## src/rtl/param_dualport_ram.sv

```systemverilog
`default_nettype none
// ============================================================================
// param_dualport_ram : parametrised simple dual-port RAM with zero-fill
// Revision 1.0
// ============================================================================
module param_dualport_ram #(
  parameter int BW        = 16,
  parameter int ADDR_W    = 5,
  parameter int OUT_REG   = 0,
  parameter int RDW_MODE  = 0,
  parameter int INIT_ZERO = 1
) (
  input  logic              clk,
  input  logic              rst_n,
  input  logic              valid,
  input  logic              we,
  input  logic              re,
  input  logic [ADDR_W-1:0] addr_w,
  input  logic [ADDR_W-1:0] addr_r,
  input  logic [BW-1:0]     data_in,
  output logic [BW-1:0]     data_out,
  output logic              rd_valid,
  output logic              init_busy
);

  localparam int c_DEPTH = 2 ** ADDR_W;

  typedef enum logic [0:0] {
    ST_INIT = 1'b0,
    ST_IDLE = 1'b1
  } state_t;

  state_t            r_state;
  logic [ADDR_W-1:0] r_init_cnt;
  logic              r_init_busy;
  logic [BW-1:0]     r_mem [c_DEPTH];
  logic [BW-1:0]     r_s1_data;
  logic              r_s1_v;

  logic              w_idle;
  logic              w_user_wr;
  logic              w_user_rd;
  logic              w_collide;
  logic              w_mem_we;
  logic [ADDR_W-1:0] w_mem_addr;
  logic [BW-1:0]     w_mem_din;

  assign w_idle     = (r_state == ST_IDLE);
  assign w_user_wr  = w_idle && valid && we;
  assign w_user_rd  = w_idle && valid && re;
  assign w_collide  = w_user_wr && w_user_rd && (addr_w == addr_r);
  // The write port is shared by the zero-fill sequencer and the user.
  assign w_mem_we   = rst_n && (!w_idle || w_user_wr);
  assign w_mem_addr = w_idle ? addr_w : r_init_cnt;
  assign w_mem_din  = w_idle ? data_in : '0;

  always_ff @(posedge clk) begin
    if (w_mem_we) begin
      r_mem[w_mem_addr] <= w_mem_din;
    end
  end

  always_ff @(posedge clk) begin
    if (!rst_n) begin
      r_state     <= (INIT_ZERO != 0) ? ST_INIT : ST_IDLE;
      r_init_busy <= (INIT_ZERO != 0);
      r_init_cnt  <= '0;
    end else if (r_state == ST_INIT) begin
      r_init_cnt <= r_init_cnt + 1'b1;
      if (r_init_cnt == {ADDR_W{1'b1}}) begin
        r_state     <= ST_IDLE;
        r_init_busy <= 1'b0;
      end
    end
  end

  always_ff @(posedge clk) begin
    if (!rst_n) begin
      r_s1_v    <= 1'b0;
      r_s1_data <= '0;
    end else begin
      r_s1_v <= w_user_rd;
      if (w_user_rd) begin
        r_s1_data <= ((RDW_MODE != 0) && w_collide) ? data_in : r_mem[addr_r];
      end
    end
  end

  generate
    if (OUT_REG != 0) begin : g_out_reg
      logic [BW-1:0] r_dout;
      logic          r_rv;

      always_ff @(posedge clk) begin
        if (!rst_n) begin
          r_dout <= '0;
          r_rv   <= 1'b0;
        end else begin
          r_rv <= r_s1_v;
          if (r_s1_v) begin
            r_dout <= r_s1_data;
          end
        end
      end

      assign data_out = r_dout;
      assign rd_valid = r_rv;
    end else begin : g_no_out_reg
      assign data_out = r_s1_data;
      assign rd_valid = r_s1_v;
    end
  endgenerate

  assign init_busy = r_init_busy;

endmodule
`default_nettype wire

```

## config.mk

```make
export PLATFORM = sky130hd
export DESIGN_NAME = param_dualport_ram
export DESIGN_NICKNAME = d
export VERILOG_FILES = /design/src/rtl/param_dualport_ram.sv
export SDC_FILE = /design/constraint.sdc
export NUM_CORES = 1
export LEC_CHECK = 0
export ABC_AREA = 1
export ABC_CLOCK_PERIOD_IN_PS = 2700
export BUFFER_PORTS_ARGS = -buffer_cell sky130_fd_sc_hd__buf_2
export CELL_PAD_IN_SITES_DETAIL_PLACEMENT = 1
export CELL_PAD_IN_SITES_GLOBAL_PLACEMENT = 1
export CORE_ASPECT_RATIO = 1.75
export CORE_MARGIN = 1.5
export CORE_UTILIZATION = 51
export CTS_CLUSTER_SIZE = 40
export DETAILED_ROUTE_END_ITERATION = 12
export PLACE_DENSITY = 0.83
export REMOVE_ABC_BUFFERS = 1
export SYNTH_ARGS = -nofsm -noshare
export SYNTH_HDL_FRONTEND = slang
export SYNTH_SLANG_ARGS = --single-unit
```

## constraint.sdc

```tcl
create_clock -name clk -period 2.7 [get_ports clk]
set_clock_uncertainty 0.2 [all_clocks]
set_input_delay 0.135 -clock clk [delete_from_list [all_inputs] [get_ports clk]]
set_output_delay 0.135 -clock clk [all_outputs]
set_load 0.02 [all_outputs]
```

==> run metrics <==
FF-to-FF Start r_state$_SDFF_PN0_; total number of vias 15321; H-tree depth 2; Die W 159.3 microns; Setup Fix Bufs, Post-CTS 0; placeable core area 0.04242 sq mm; Async SR Flop Fraction 0; Layout area overhead 11.21%; Final Hold Vio Count 0; WP data arrival 2.49 ns; crit path time final 2.445 ns; dpl hpwl 41.24 mm; GRT Residual Overflow 0; post-route cell area 0.02425 sq mm; pwr dens 679.7 mW/mm^2; Global Route Usage Sum 0.3059; DRC 0; Ant. Diodes 0; crit path max-delay cell type o21ai_0; gpl congestion 0.8837; worst path required time 2.74 ns; top_reg_cell synth edfxtp_1; clk sinks 536; crit path from r_state$_SDFF_PN0_; Buffers on Ports 48; DRT Pass-1 Iters 5; P_leak 9.081 nW; crit-path cells buf_4, o21ai_0, inv_2, nor2_1, nand2_1, nor2_1, buf_4; max-cap violations 0; first-pass GRT wire length 98.88 mm; highest clock rate 409.0 MHz; total CTS buffers 45; CTS tree done; share of layout cells above drive strength 1 0.09403; Warnings, synthesis 0; WL/cell 26.26 microns; sequential fraction of the synthesis area 0.7272; Initial Util 0.5140; largest net degree at the start of global routing 129; top cells by instance count after synthesis 685 x nand2_1, 512 x edfxtp_1, 421 x nand3_1; critical path peak fanout 31; clk slew on worst S/H paths 0.07 ns; WL final 66.68 mm; initial antenna violation count 1; Clock Tree Root clkbuf_16; DIE HEIGHT 276.5 microns; startpoint types register; RSZ-0062 raised after global routing false; Top-Level Pins 49; status finished, final reports clean; Post-CTS Resized 0; Final Setup Violations 0; Post-Syn Area 0.02180 sq mm; Total Power 16.48 mW; largest stage delay on the critical path 0.39 ns; EDFF count, synth 512; Cells after Synth 1888; synth top area cells edfxtp_1 71%, nand2_1 12%, nand3_1 9.7%; hold_ws 0.06886 ns; Final #Nets 1982; period utilization 0.9056; Slew Limit Headroom 0.3300; Placed Area 0.02279 sq mm; leading area contributor after synthesis edfxtp_1; number of synthesized register bits 536; Distinct cells, synth 22; worst hold start addr_r[3]; number of routed nets with antenna violations 0; vias per inst 6.034; final setup TNS 0 ns; FP Rows 100; most common cell in the netlist nand2_1; vias in the first global route 16217; CTS max path bufs 3; Peak VDD IR 560.8 uV; Slew Viols, Final 0; Worst-Skew Late Latency 0.56 ns; Min-Delay Path Class in2reg; synthesized area per cell 11.55 sq um; top cell type's share of synthesized area 0.7052; drt initial violations 1626; pin slew with the least headroom to its limit 1.004 ns; critical path class reg2reg; CP Capture Type register; die area 0.04405 sq mm
[final cells by class]
| class | count | area (sq um) |
|---|---|---|
| multi-input cells | 1201 | 5125 |
| well taps | 561 | 701.9 |
| inverters | 35 | 138.9 |
| fillers | 4299 | 18170 |
| clock buffers | 56 | 1197 |
| flip-flops and latches | 536 | 15860 |
| clock inverters | 20 | 211.5 |
| repair buffers | 130 | 1017 |
[registers in the layout, indices dropped and copies added (netlist names)]
name / cells
rd_valid: 1
init_busy: 1
data_out: 16
r_mem: 512
r_state: 1
r_init_cnt: 5
[power by group]
group	switching, mW	internal [mW]
logic	0.735	0.273
registers	0.0170	9.02
clock network	2.84	3.60
[metrics by stage]
| stage | cells | setup WS [ns] | utilization |
|---|---|---|---|
| finish | 2539 | 0.2547 | 0.5717 |
| CTS | 2539 | 0.2690 | 0.5717 |
| global route | 2539 | 0.1104 | 0.5717 |
| detailed placement | 2458 | 0.3183 | 0.5373 |
| global placement | 2458 | 0.4686 | 0.5373 |
| floorplan | 1772 | -0.2057 | - |
[worst paths after layout]
kind	end	slack, ns	cells after the start
min reg2reg	init_busy$_SDFFE_PN1P_	0.28	2
min	data_out[0]$_SDFFE_PN0P_	0.07	6
max	r_mem[16][1]$_DFFE_PP_	0.25	7
max reg2reg	r_mem[16][1]$_DFFE_PP_	0.25	7
[metal layers]
layer  vias up  share of wire  global-route usage
li1       6671              -                   -
met1      7629           0.35              0.3515
met2       767           0.51              0.5255
met3       252          0.062             0.04185
met4         2          0.076              0.2172
met5         -        0.00015                   0
[cell families (layout without fill, tap and decap cells)]
logic type	after synthesis	after routing	share of synthesized area
flip-flops	536	536	0.7272
buffers and inverters	151	241	0.03770
AO/OA/AOI/OAI	47	47	0.01090
AND/OR/NAND/NOR	1152	1152	0.2230
adder cells (fa/ha/maj)	2	2	0.001148
[worst max-delay path: cells and delay by family, from the launching register on]
kind,cells,cell delay (ns)
simple gates,3,0.65
buf+inv,3,0.57
compound gates,1,0.39
flops,1,0.32
[repair_timing]
action,4_1_cts,5_1_grt
setup endpoints to repair,0,0
hold endpoints to repair,24,0
hold buffers,5,0
[layout by cell type (no fill, tap or decap)]
| master | instances |
|---|---|
| clkbuf_8 | 4 |
| bufinv_16 | 5 |
| nand3_1 | 421 |
| edfxtp_1 | 512 |
| o21a_1 | 1 |
| clkinv_4 | 1 |
| clkinv_1 | 11 |
| nor2_1 | 40 |
| inv_4 | 1 |
| buf_12 | 11 |
| ha_1 | 2 |
| o21ai_0 | 24 |
| nand4_1 | 1 |
| clkbuf_1 | 8 |
| clkbuf_16 | 45 |
| dlygate4sd3_1 | 5 |
| inv_2 | 2 |
| dfxtp_1 | 24 |
| nand2_1 | 685 |
| nor3_1 | 3 |
| buf_2 | 46 |
| or2_0 | 2 |
| clkinv_2 | 4 |
| buf_4 | 67 |
| inv_1 | 31 |
| a21oi_1 | 22 |
(Power assumes the default switching activity.)
